$ cat config.mk
export PLATFORM = sky130hd
export DESIGN_NAME = decoder_scan_sequencer_flat
export DESIGN_NICKNAME = d
export VERILOG_FILES = /design/src/rtl/decoder_scan_sequencer_pkg.sv /design/src/rtl/decoder_scan_sequencer_if.sv /design/src/rtl/decoder_scan_sequencer_scan_dwell_timer.sv /design/src/rtl/decoder_scan_sequencer.sv /design/src/flat_wrapper.sv
export SDC_FILE = /design/constraint.sdc
export NUM_CORES = 1
export LEC_CHECK = 0
export ABC_AREA = 1
export BUFFER_PORTS_ARGS = -buffer_cell sky130_fd_sc_hd__clkbuf_2
export CELL_PAD_IN_SITES_DETAIL_PLACEMENT = 0
export CELL_PAD_IN_SITES_GLOBAL_PLACEMENT = 1
export CORE_ASPECT_RATIO = 0.75
export CORE_MARGIN = 1
export CORE_UTILIZATION = 38
export DETAILED_ROUTE_END_ITERATION = 7
export PLACE_DENSITY_LB_ADDON = 0.05
export SYNTH_ARGS = -nofsm -noshare
export SYNTH_HDL_FRONTEND = slang
export SYNTH_SLANG_ARGS = --single-unit
$ cat constraint.sdc
create_clock -name clk -period 1.9 [get_ports clk]
set_input_delay 0.38 -clock clk [delete_from_list [all_inputs] [get_ports clk]]
set_output_delay 0.38 -clock clk [all_outputs]
set_load 0.02 [all_outputs]
$ cat src/rtl/decoder_scan_sequencer_pkg.sv
// Shared definitions for row-scan sequencers driving the 3-to-8 enable decoder.
// Imported by the sequencer, its interface and any bench that talks to the decoder.
package decoder_scan_sequencer_pkg;

  localparam int SEL_W    = 3;
  localparam int NUM_ROWS = 8;

  localparam logic [SEL_W-1:0] LAST_ROW = SEL_W'(NUM_ROWS - 1);

  typedef enum logic [1:0] {
    SCAN_IDLE   = 2'd0,
    SCAN_ACTIVE = 2'd1,
    SCAN_BLANK  = 2'd2
  } scan_state_t;

  // Bit width needed to hold a cycle count of up to max_cycles.
  function automatic int count_width(input int max_cycles);
    return (max_cycles < 1) ? 1 : $clog2(max_cycles + 1);
  endfunction

endpackage

$ cat src/rtl/decoder_scan_sequencer_if.sv
// Control and decoder-drive signals of the row-scan sequencer, plus its FSM state for observation.
// start/stop/mode_oneshot are level inputs sampled on each rising clk edge; every other signal is a registered output.
interface decoder_scan_sequencer_if;
  import decoder_scan_sequencer_pkg::*;

  logic             start;
  logic             stop;
  logic             mode_oneshot;
  logic [SEL_W-1:0] select;
  logic             enable;
  logic             row_done;
  logic             frame_done;
  logic             busy;
  scan_state_t      state;

  modport master (
    output start, stop, mode_oneshot,
    input  select, enable, row_done, frame_done, busy, state
  );

  modport slave (
    input  start, stop, mode_oneshot,
    output select, enable, row_done, frame_done, busy, state
  );

endinterface

$ cat src/rtl/decoder_scan_sequencer_scan_dwell_timer.sv
// Loadable down-counter timing both the per-row dwell and the inter-row blanking gap.
// count holds the cycles left in the current phase, so expire marks the phase's final cycle.
module scan_dwell_timer #(
  parameter int W = 3
) (
  input  logic         clk,
  input  logic         rst,
  input  logic         load,
  input  logic [W-1:0] value,
  output logic         expire,
  output logic         expire_next
);

  logic [W-1:0] count;

  always_ff @(posedge clk) begin
    if (rst) begin
      count <= '0;
    end else if (load) begin
      count <= value;
    end else if (count != '0) begin
      count <= count - W'(1);
    end
  end

  assign expire = (count == W'(1));

  // Look-ahead lets the parent register row_done one cycle before it is shown.
  assign expire_next = load ? (value == W'(1))
                            : ({1'b0, count} == (W + 1)'(2));

endmodule

$ cat src/rtl/decoder_scan_sequencer.sv
// Steps the decoder select through rows 0..7, holding enable for DWELL_CYCLES per row with an
// optional BLANK_CYCLES gap between rows; one-shot or continuous, with start/stop control.
module decoder_scan_sequencer
  import decoder_scan_sequencer_pkg::*;
#(
  parameter int DWELL_CYCLES = 4,
  parameter int BLANK_CYCLES = 1
) (
  input  logic                       clk,
  input  logic                       rst,
  decoder_scan_sequencer_if.slave    bus
);

  localparam int MAX_CYCLES = (DWELL_CYCLES > BLANK_CYCLES) ? DWELL_CYCLES : BLANK_CYCLES;
  localparam int CNT_W      = count_width(MAX_CYCLES);

  scan_state_t      state, state_nxt;
  logic [SEL_W-1:0] select_q, select_nxt;
  logic             oneshot_q, oneshot_nxt;
  logic             stop_pending, stop_pending_nxt;
  logic             stop_req;
  logic             enable_q, busy_q, row_done_q, frame_done_q;
  logic             row_done_nxt;

  logic             tmr_load;
  logic [CNT_W-1:0] tmr_value;
  logic             tmr_expire;
  logic             tmr_expire_next;

  scan_dwell_timer #(
    .W (CNT_W)
  ) u_timer (
    .clk         (clk),
    .rst         (rst),
    .load        (tmr_load),
    .value       (tmr_value),
    .expire      (tmr_expire),
    .expire_next (tmr_expire_next)
  );

  // A stop seen on the same edge as the row's end counts as already pending.
  assign stop_req = stop_pending | bus.stop;

  always_comb begin
    state_nxt   = state;
    select_nxt  = select_q;
    oneshot_nxt = oneshot_q;
    tmr_load    = 1'b0;
    tmr_value   = CNT_W'(DWELL_CYCLES);

    unique case (state)
      SCAN_IDLE: begin
        select_nxt = '0;
        if (bus.start && !bus.stop) begin
          state_nxt   = SCAN_ACTIVE;
          oneshot_nxt = bus.mode_oneshot;
          tmr_load    = 1'b1;
        end
      end

      SCAN_ACTIVE: begin
        if (tmr_expire) begin
          if (stop_req || (select_q == LAST_ROW && oneshot_q)) begin
            state_nxt  = SCAN_IDLE;
            select_nxt = '0;
          end else if (BLANK_CYCLES > 0) begin
            state_nxt = SCAN_BLANK;
            tmr_load  = 1'b1;
            tmr_value = CNT_W'(BLANK_CYCLES);
          end else begin
            select_nxt = select_q + SEL_W'(1);
            tmr_load   = 1'b1;
          end
        end
      end

      SCAN_BLANK: begin
        // Unlike ACTIVE, a gap is abandoned immediately so the next row never lights.
        if (stop_req) begin
          state_nxt  = SCAN_IDLE;
          select_nxt = '0;
        end else if (tmr_expire) begin
          state_nxt  = SCAN_ACTIVE;
          select_nxt = select_q + SEL_W'(1);
          tmr_load   = 1'b1;
        end
      end

      default: begin
        state_nxt  = SCAN_IDLE;
        select_nxt = '0;
      end
    endcase

    if (state_nxt == SCAN_IDLE) begin
      stop_pending_nxt = 1'b0;
    end else begin
      stop_pending_nxt = stop_pending | (bus.stop && state != SCAN_IDLE);
    end

    row_done_nxt = (state_nxt == SCAN_ACTIVE) && tmr_expire_next;
  end

  always_ff @(posedge clk) begin
    if (rst) begin
      state        <= SCAN_IDLE;
      select_q     <= '0;
      oneshot_q    <= 1'b0;
      stop_pending <= 1'b0;
      enable_q     <= 1'b0;
      busy_q       <= 1'b0;
      row_done_q   <= 1'b0;
      frame_done_q <= 1'b0;
    end else begin
      state        <= state_nxt;
      select_q     <= select_nxt;
      oneshot_q    <= oneshot_nxt;
      stop_pending <= stop_pending_nxt;
      enable_q     <= (state_nxt == SCAN_ACTIVE);
      busy_q       <= (state_nxt != SCAN_IDLE);
      row_done_q   <= row_done_nxt;
      frame_done_q <= row_done_nxt && (select_nxt == LAST_ROW);
    end
  end

  assign bus.select     = select_q;
  assign bus.enable     = enable_q;
  assign bus.busy       = busy_q;
  assign bus.row_done   = row_done_q;
  assign bus.frame_done = frame_done_q;
  assign bus.state      = state;

endmodule

$ cat src/flat_wrapper.sv
// flat-port wrapper written by rule: the top's interface ports become plain ports
module decoder_scan_sequencer_flat import decoder_scan_sequencer_pkg::*;
#(
  parameter int DWELL_CYCLES = 4,
  parameter int BLANK_CYCLES = 1
)
  (clk, rst, bus_start, bus_stop, bus_mode_oneshot, bus_select, bus_enable, bus_row_done, bus_frame_done, bus_busy, bus_state);
  decoder_scan_sequencer_if bus_i ();
  input  logic clk;
  input  logic rst;
  input wire logic [$bits(bus_i.start)-1:0] bus_start;
  input wire logic [$bits(bus_i.stop)-1:0] bus_stop;
  input wire logic [$bits(bus_i.mode_oneshot)-1:0] bus_mode_oneshot;
  output wire logic [$bits(bus_i.select)-1:0] bus_select;
  output wire logic [$bits(bus_i.enable)-1:0] bus_enable;
  output wire logic [$bits(bus_i.row_done)-1:0] bus_row_done;
  output wire logic [$bits(bus_i.frame_done)-1:0] bus_frame_done;
  output wire logic [$bits(bus_i.busy)-1:0] bus_busy;
  output wire logic [$bits(bus_i.state)-1:0] bus_state;
  assign bus_i.start = bus_start;
  assign bus_i.stop = bus_stop;
  assign bus_i.mode_oneshot = bus_mode_oneshot;
  assign bus_select = bus_i.select;
  assign bus_enable = bus_i.enable;
  assign bus_row_done = bus_i.row_done;
  assign bus_frame_done = bus_i.frame_done;
  assign bus_busy = bus_i.busy;
  assign bus_state = bus_i.state;
  decoder_scan_sequencer #(.DWELL_CYCLES(DWELL_CYCLES), .BLANK_CYCLES(BLANK_CYCLES)) u_core (.clk(clk), .rst(rst), .bus(bus_i));
endmodule
======== Word-level counts from Yosys, hierarchy flattened ========
Cells that the tools add are included.
word-level totals
  register bits ........................... 14
  output and inout port bits .............. 9
  logic and storage cells ................. 59
operators by class
  add/subtract/negate cells ............... 2
  equality and inequality tests ........... 8
  muxes and demuxes ....................... 23
  bitwise gates (word level) .............. 2
  reductions and logical operators ........ 15
operators with widths
  kind                                              count
  2-to-1 mux 3 bit                                  9
  2-to-1 mux 2 bit                                  5
  == test 3 x 1 -> 1 bit, second input constant     2
  == test 3 bit, second input constant              2
  2-to-1 mux 1 bit                                  6
  case mux 2 bit (3 select lines)                   1
  case mux 3 bit (2 select lines)                   1
  nonzero test 2 bit                                3
  logical AND 1 bit                                 5
  == test 2 x 1 -> 1 bit, second input constant     2
  logical NOT 2 bit                                 2
  adder 3 x 1 -> 3 bit, second input constant       1
  == test 3 x 2 -> 1 bit, second input constant     1
  case mux 1 bit (3 select lines)                   1
  nonzero test 3 bit                                1
  subtractor 3 x 1 -> 3 bit, second input constant  1
  == test 2 bit, second input constant              1
  OR 1 bit                                          2
  AND reduction 2 bit                               1
  OR reduction 2 bit                                1
  logical NOT 1 bit                                 1
  logical OR 1 bit                                  1

======== Logic depth before layout (Yosys ltp) ========
Gate-level depths: netlist of run 1.
  depth after elaboration ................. 10
  mapped depth ............................ 12
  mapped depth without buffers ............ 12

======== Cells and area by module ========
A second synthesis of run 1 with hierarchy kept.
unflattened totals
  cells, all modules ...................... 141
  area, all modules ....................... 924.6 sq um
modules (own cells, without submodules)
  module                  times used  cells an instance  area each (sq um)
  decoder_scan_sequencer  1           101                681.9
  scan_dwell_timer        1           40                 242.7

======== Worst setup path after synthesis of run 1 ========
OpenSTA, ideal clock, no wires.
  kind .................................... register -> register
  from .................................... register u_core.state[0], in the netlist u_core.bus.state[0]
  to ...................................... register u_core.u_timer.count[2]
  setup time .............................. 0.116 ns
  arrival time ............................ 1.360 ns
  data required time ...................... 1.784 ns
  setup slack ............................. 0.424 ns
  cell stages (with the launch flop) ...... 8
  clock period less this slack ............ 1.476 ns
  cells stage by stage .................... dfxtp_1 inv_1 ha_1 nand3_1 nand2_1 nand3_1 a21boi_0 nor2_1
between the ends
  longest elaborated chain between the ends .. 3
ends and longest elaborated chain
  element                                                              RTL line                                       source
  from (decl)                                                          decoder_scan_sequencer.sv:17                   scan_state_t state, state_nxt;
  from (signal assigned)                                               decoder_scan_sequencer.sv:115                  state <= state_nxt;
  == test 2 bit (tied with other cells)                                decoder_scan_sequencer.sv:51                   unique case (state)
  case mux 1 bit (3 select lines) or 2-to-1 mux 3 bit (tied branches)  decoder_scan_sequencer.sv:51
  2-to-1 mux 3 bit or nonzero test 2 bit (tied branches)               n/a
  to (signal assigned)                                                 decoder_scan_sequencer_scan_dwell_timer.sv:20  count <= value;
  to (signal assigned)                                                 decoder_scan_sequencer_scan_dwell_timer.sv:22  count <= count - W'(1);
  to (decl)                                                            decoder_scan_sequencer_scan_dwell_timer.sv:14  logic [W-1:0] count;
Several ways; a longest one is shown, not always the timed one.
A chain may end at the register's enable or synchronous reset.

======== Worst setup path in the final report of run 1 ========
Ends and elaborated chain as after synthesis.

==> results of run 1 <==
==> flip-flops by register name, summed over array words and instances, names as in the netlist <==
name / count
u_core.bus.busy: 1
u_core.bus.enable: 1
u_core.bus.frame_done: 1
u_core.bus.row_done: 1
u_core.bus.select: 3
u_core.bus.state: 2
u_core.oneshot_q: 1
u_core.stop_pending: 1
u_core.u_timer.count: 3
==> through the flow <==
step	worst slack, ps	area, um^2
floorplan	424	870
global placement	329	965
detailed placement	336	965
CTS	309	1000
global route	124	1000
finish	320	1000
==> worst max-delay path, stage by stage, from the launching register on <==
cell	delay, ps
dfxtp_1	440
inv_1	120
ha_1	260
nand3_1	200
nand2_1	80
nand3_1	100
a21boi_0	210
nor2_1	60
==> area by class of cell <==
class,count,area [um^2]
Sequential cell,14,280
Tap cell,24,30.0
Multi-Input combinational cell,90,510
Fill cell,230,1080
Inverter,21,78.8
Timing Repair Buffer,13,65.1
Clock buffer,4,36.3
==> metal layers <==
layer	vias up	GRT usage (%)	wire, um	part of all wire [%]
li1	423	-	-	-
met1	333	24.8	995	57
met2	10	21.9	686	39
met3	2	3.88	50	2.9
met4	0	7.32	13	0.74
met5	-	0	0	0
==> path summary, 6_finish.rpt <==
kind | depth (start not counted) | slack, ps | to
setup / recovery | 7 | 320 | u_core.u_timer.count[2]$_SDFFE_PP0P_
hold reg to reg | 2 | 450 | u_core.oneshot_q$_SDFFE_PP0P_
setup reg to reg | 7 | 320 | u_core.u_timer.count[2]$_SDFFE_PP0P_
hold / removal | 2 | 340 | u_core.bus.row_done$_SDFF_PP0_
==> logic make-up after synthesis <==
| kind of cell | share of synthesized area, % |
|---|---|
| buffers and inverters | 9.07 |
| AO/OA/AOI/OAI | 5.32 |
| AND/OR/NAND/NOR | 37.0 |
| XOR/XNOR | 2.01 |
| flip-flops | 32.2 |
| adder cells (fa/ha/maj) | 14.4 |
==> cell usage in the layout (no fill, tap or decap) <==
| master | instances |
|---|---|
| a21boi_0 | 1 |
| a21oi_1 | 4 |
| nand3_1 | 11 |
| nor2_1 | 12 |
| nand2_1 | 38 |
| and2_1 | 1 |
| clkbuf_2 | 13 |
| clkbuf_4 | 3 |
| and3_1 | 1 |
| nor2_4 | 2 |
| inv_1 | 19 |
| dfxtp_1 | 14 |
| inv_2 | 2 |
| nand3_2 | 2 |
| clkbuf_8 | 1 |
| nand4_1 | 2 |
| o21ai_0 | 2 |
| ha_1 | 10 |
| xor2_1 | 2 |
| nand2_4 | 1 |
| a21oi_2 | 1 |
==> report_power, final <==
| part | internal (mW) | switching, mW | total (mW) |
|---|---|---|---|
| logic | 0.143 | 0.250 | 0.393 |
| registers | 0.335 | 0.0349 | 0.370 |
| clock network | 0.117 | 0.102 | 0.218 |
==> reports/results.ini, run 1 <==
[die]
dieArea_mm2=0.00249
rows=14
die_w_um=57.2
start_util_pct=41.7
die_h_um=43.4
io_pins=14
core-area_mm2=0.00208

[min_path]
min_from=rst
worstHoldPathType=input port to flip-flop

[timing]
fmax_mhz=633
skew_ps=6.69
finalCritPeriodShare_pct=83.2
max_slew_margin_pct=85.5
grt_setup_unrepaired=no
setup_violations=0
hold_viol=0
holdWs_ps=339
fin_tns_setup_ps=0
drv_slew=0
period_minus_slack_ps=1580
worst_pin_slew_ps=217

[setup_path]
arrival_ps=1760
critical_path.startpoint=u_core.bus.state[0]$_SDFF_PP0_
crit_type=flip-flop to flip-flop
worstReg2RegStart=u_core.bus.state[0]$_SDFF_PP0_
end_kind=flip-flop
cp_data_required_time_ps=2070
start_kind=flip-flop
critical_path.max_fanout=5

[final_layout]
area_growth_pct=15.1
drive_above_1_share_pct=17.6
utilization_pct=48.0
fin_nets=158
insertedDiodeCount=0
final_cells=166

[drt]
routed_wl_um=1750
drt_iter0_markers=17
avgRoutedWirePerCell_um=10.5
via_per_inst=4.63
drt-pass1-iter-count=6
ant_nets=0
via_count=768
drc=2

[power]
peakVddDrop_v=0.000555
total_power_mw=0.981
leakage_nw=0.558
power_density_mw_per_mm2=980

[synth]
syn-num-nets=140
yosys-top-cells-area=dfxtp_1 32%, nand2_1 16%, ha_1 14%
yosys_register_bits=14
synth.avg_cell_area_um2=6.96
synth-edff-count=0
ys_warn_count=0
synthTopCellsByCount=38 x nand2_1, 19 x inv_1, 14 x dfxtp_1
yosysSeqAreaShare_pct=32.2
synthFlopType=dfxtp_1
yosys.area.top_type=dfxtp_1
synth.most_common_cell=nand2_1
synth_area_um2=870
synth_top_cell_area_share_pct=32.2
postSynthCellCount=125
async_flop_share_pct=0
yosysUniqueCellTypes=18

[placed_design]
io_buffers=13
place.gp.congestion=0.821
dp_hpwl_um=1400
dp.cells=162

[clocking]
insertion_delay_ps=280
numCtsBuffers=3
cts_buffer_depth=2
post_cts_buffers=0
htreeDepth=1
cts.sinks=14
post_cts_resize_count=0
cts-root-buf=clkbuf_4
cts.clk_slew.worst_paths_ps=90
cts_tree=yes
cts_hold_buf=0

[global_route]
grt_pass1_vias=670
antenna_found_initial=0
grt_max_degree=9
grt_overflow=0
grt_pass1_wl_um=3020
grt_usage_pct=16.4

[status]
violations=DRC
status=finished with violations

[run]
cap_violations=0

Note: power is estimated with default switching activity, not from simulation.
==> run 2, diff against run 1 <==
--- a/config.mk
+++ b/config.mk
@@ -11,7 +11,7 @@
 export CELL_PAD_IN_SITES_GLOBAL_PLACEMENT = 1
 export CORE_ASPECT_RATIO = 0.75
 export CORE_MARGIN = 1
-export CORE_UTILIZATION = 38
+export CORE_UTILIZATION = 35
 export DETAILED_ROUTE_END_ITERATION = 7
 export PLACE_DENSITY_LB_ADDON = 0.05
 export SYNTH_ARGS = -nofsm -noshare
==> constraint.sdc (replaced) <==
create_clock -name clk -period 1.4 [get_ports clk]
set_input_delay 0.28 -clock clk [delete_from_list [all_inputs] [get_ports clk]]
set_output_delay 0.28 -clock clk [all_outputs]
set_load 0.02 [all_outputs]
==> run 2 against run 1 <==
Sequential share of layout area fell by 4.7 points. Core utilization is 5.1 points higher. Critical path depth rose by 4. Worst setup slack worse by 310 ps. The run now ends clean. Die area is 8.2% higher.
==> reports/results.ini, run 2 (synthesis gave the netlist of run 1 again) <==
[final_layout]
final_cells=189  ; +14%
layout_commonest_cell=nand2_1
area_growth_pct=42.2
utilization_pct=53.1  ; +5.1 points
fin_nets=171  ; +8.2%
final_cell_mix=32 x nand2_1, 16 x inv_1, 13 x clkbuf_2, 13 x buf_4, 12 x nor2_1
insertedDiodeCount=0  ; unchanged
drive_above_1_share_pct=41.9  ; +24 points
fin_area_mm2=0.00124  ; +24%

[min_path]
min_to=u_core.bus.select[0]$_SDFF_PP0_
min_from=rst
worstHoldPathType=input port to flip-flop
min_path_cells=2  ; unchanged

[timing]
grt_setup_unrepaired=yes
max_slew_margin_pct=85.6  ; about the same
fin_ws_ps=13.1  ; -307 ps
worst_pin_slew_ps=215  ; -1.39 ps
fmax_mhz=721  ; +14%
period_minus_slack_ps=1390  ; -193 ps
setup_violations=0  ; unchanged
drv_slew=0  ; unchanged
fin_tns_setup_ps=0  ; unchanged
holdWs_ps=237  ; -101 ps
hold_viol=0  ; unchanged
skew_ps=5.95  ; -0.740 ps
finalCritPeriodShare_pct=99.1  ; +16 points

[power]
leakage_nw=0.630  ; +13%
total_power_mw=1.51  ; +54%
peakVddDrop_v=0.000780  ; +41%
power_density_mw_per_mm2=1220  ; +24%

[clocking]
cts_buffer_depth=2  ; unchanged
cts-root-buf=clkbuf_4
numCtsBuffers=3  ; unchanged
cts_tree=yes
insertion_delay_ps=280  ; about the same
cts.sinks=14  ; unchanged
cts.clk_slew.worst_paths_ps=90  ; about the same
htreeDepth=1  ; unchanged

[drt]
via_count=831  ; +8.2%
drt-pass1-iter-count=4  ; -2
drt_iter0_markers=24  ; +7
routed_wl_um=2150  ; +23%
via_per_inst=4.40  ; -5.0%
ant_nets=0  ; unchanged
avgRoutedWirePerCell_um=11.4  ; +8.0%
drc=0  ; -2

[status]
status=finished, final reports clean

[setup_path]
end_kind=flip-flop
slowest_stage=dfxtp_2
critical_path.max_fanout=5  ; unchanged
start_kind=flip-flop
cp.depth=11  ; +4
path_cells=inv_2, ha_4, inv_2, nor2_4, nand3_2, nand2_1, nand3_2, nand2_1, inv_1, nand2_1, nor2_1
cp_data_required_time_ps=1580  ; -490 ps
cpPeakStageDelay_ps=330  ; -110 ps
arrival_ps=1570  ; -190 ps
crit_type=flip-flop to flip-flop
cpMostUsedCell=nand2_1
crit_buf_inv=3  ; +2
ff2ff_setup_slack_ps=10  ; -310 ps
crit_family=simple AND/OR/NAND/NOR gates
worstReg2RegStart=u_core.u_timer.count[1]$_SDFFE_PP0P_
reg2regPathDepth=11  ; +4
reg2reg_to=u_core.bus.frame_done$_SDFF_PP0_

[die]
core-area_mm2=0.00233  ; +12%
start_util_pct=37.4  ; -4.4 points
die_h_um=45.2  ; +4.0%
dieArea_mm2=0.00269  ; +8.2%
io_pins=14  ; unchanged
rows=15  ; +1
die_w_um=59.6  ; +4.1%

[run]
cap_violations=0  ; unchanged

[global_route]
antenna_found_initial=0  ; unchanged
grt_overflow=0  ; unchanged
grt_pass1_wl_um=3440  ; +14%
grt_max_degree=9  ; unchanged
grt_usage_pct=17.7  ; +1.3 points
grt_pass1_vias=802  ; +20%

[placed_design]
dp_hpwl_um=1640  ; +17%
dp_slack_ps=-52.0  ; -388 ps
io_buffers=13  ; unchanged
placed_area_mm2=0.00108  ; +12%
dp.cells=185  ; +14%
place.gp.congestion=0.795  ; -3.1%

## run 2: worst max path at each step
stage	start	to	slack, ps
floorplan	u_core.bus.select[0]$_SDFF_PP0_	u_core.u_timer.count[2]$_SDFFE_PP0P_	30
global placement	u_core.u_timer.count[1]$_SDFFE_PP0P_	u_core.bus.frame_done$_SDFF_PP0_	-60
detailed placement	u_core.u_timer.count[1]$_SDFFE_PP0P_	u_core.bus.row_done$_SDFF_PP0_	-50
CTS	u_core.u_timer.count[1]$_SDFFE_PP0P_	u_core.bus.frame_done$_SDFF_PP0_	-10
global route	u_core.u_timer.count[1]$_SDFFE_PP0P_	u_core.bus.frame_done$_SDFF_PP0_	-100
finish	u_core.u_timer.count[1]$_SDFFE_PP0P_	u_core.bus.frame_done$_SDFF_PP0_	10
## run 2: power by group
part | internal, mW | switching, mW | total, mW
sequential | 0.462 | 0.0542 | 0.516
clock | 0.158 | 0.133 | 0.291
combinational | 0.291 | 0.410 | 0.701
## run 2: worst reg2reg max path, cell delays in order (launching register included)
cell and delay, ps:
dfxtp_2 330, inv_2 70, ha_4 150, inv_2 40, nor2_4 140, nand3_2 140
nand2_1 100, nand3_2 90, nand2_1 80, inv_1 40, nand2_1 70, nor2_1 50
## run 2: area by class of cell
class,instances,area (um^2)
sequential,14,288
clock buffer,4,36.3
tap,34,42.5
timing repair buffer,26,163
multi-input combinational,90,628
inverter,21,78.8
fill,238,1090
## run 2: metal layers
layer	wire length [um]	track usage, %	vias to the layer above
met4	14	6.51	0
li1	-	-	448
met2	936	26.3	8
met5	0	0	-
met1	1130	24.8	373
met3	60	4.58	2
## run 2: timing repair
item | CTS | global route
setup endpoints to repair | 9 | 11
gates resized for setup | 18 | 11
pin swaps | 10 | 10
hold buffers | 0 | 0
setup buffers | 0 | 0
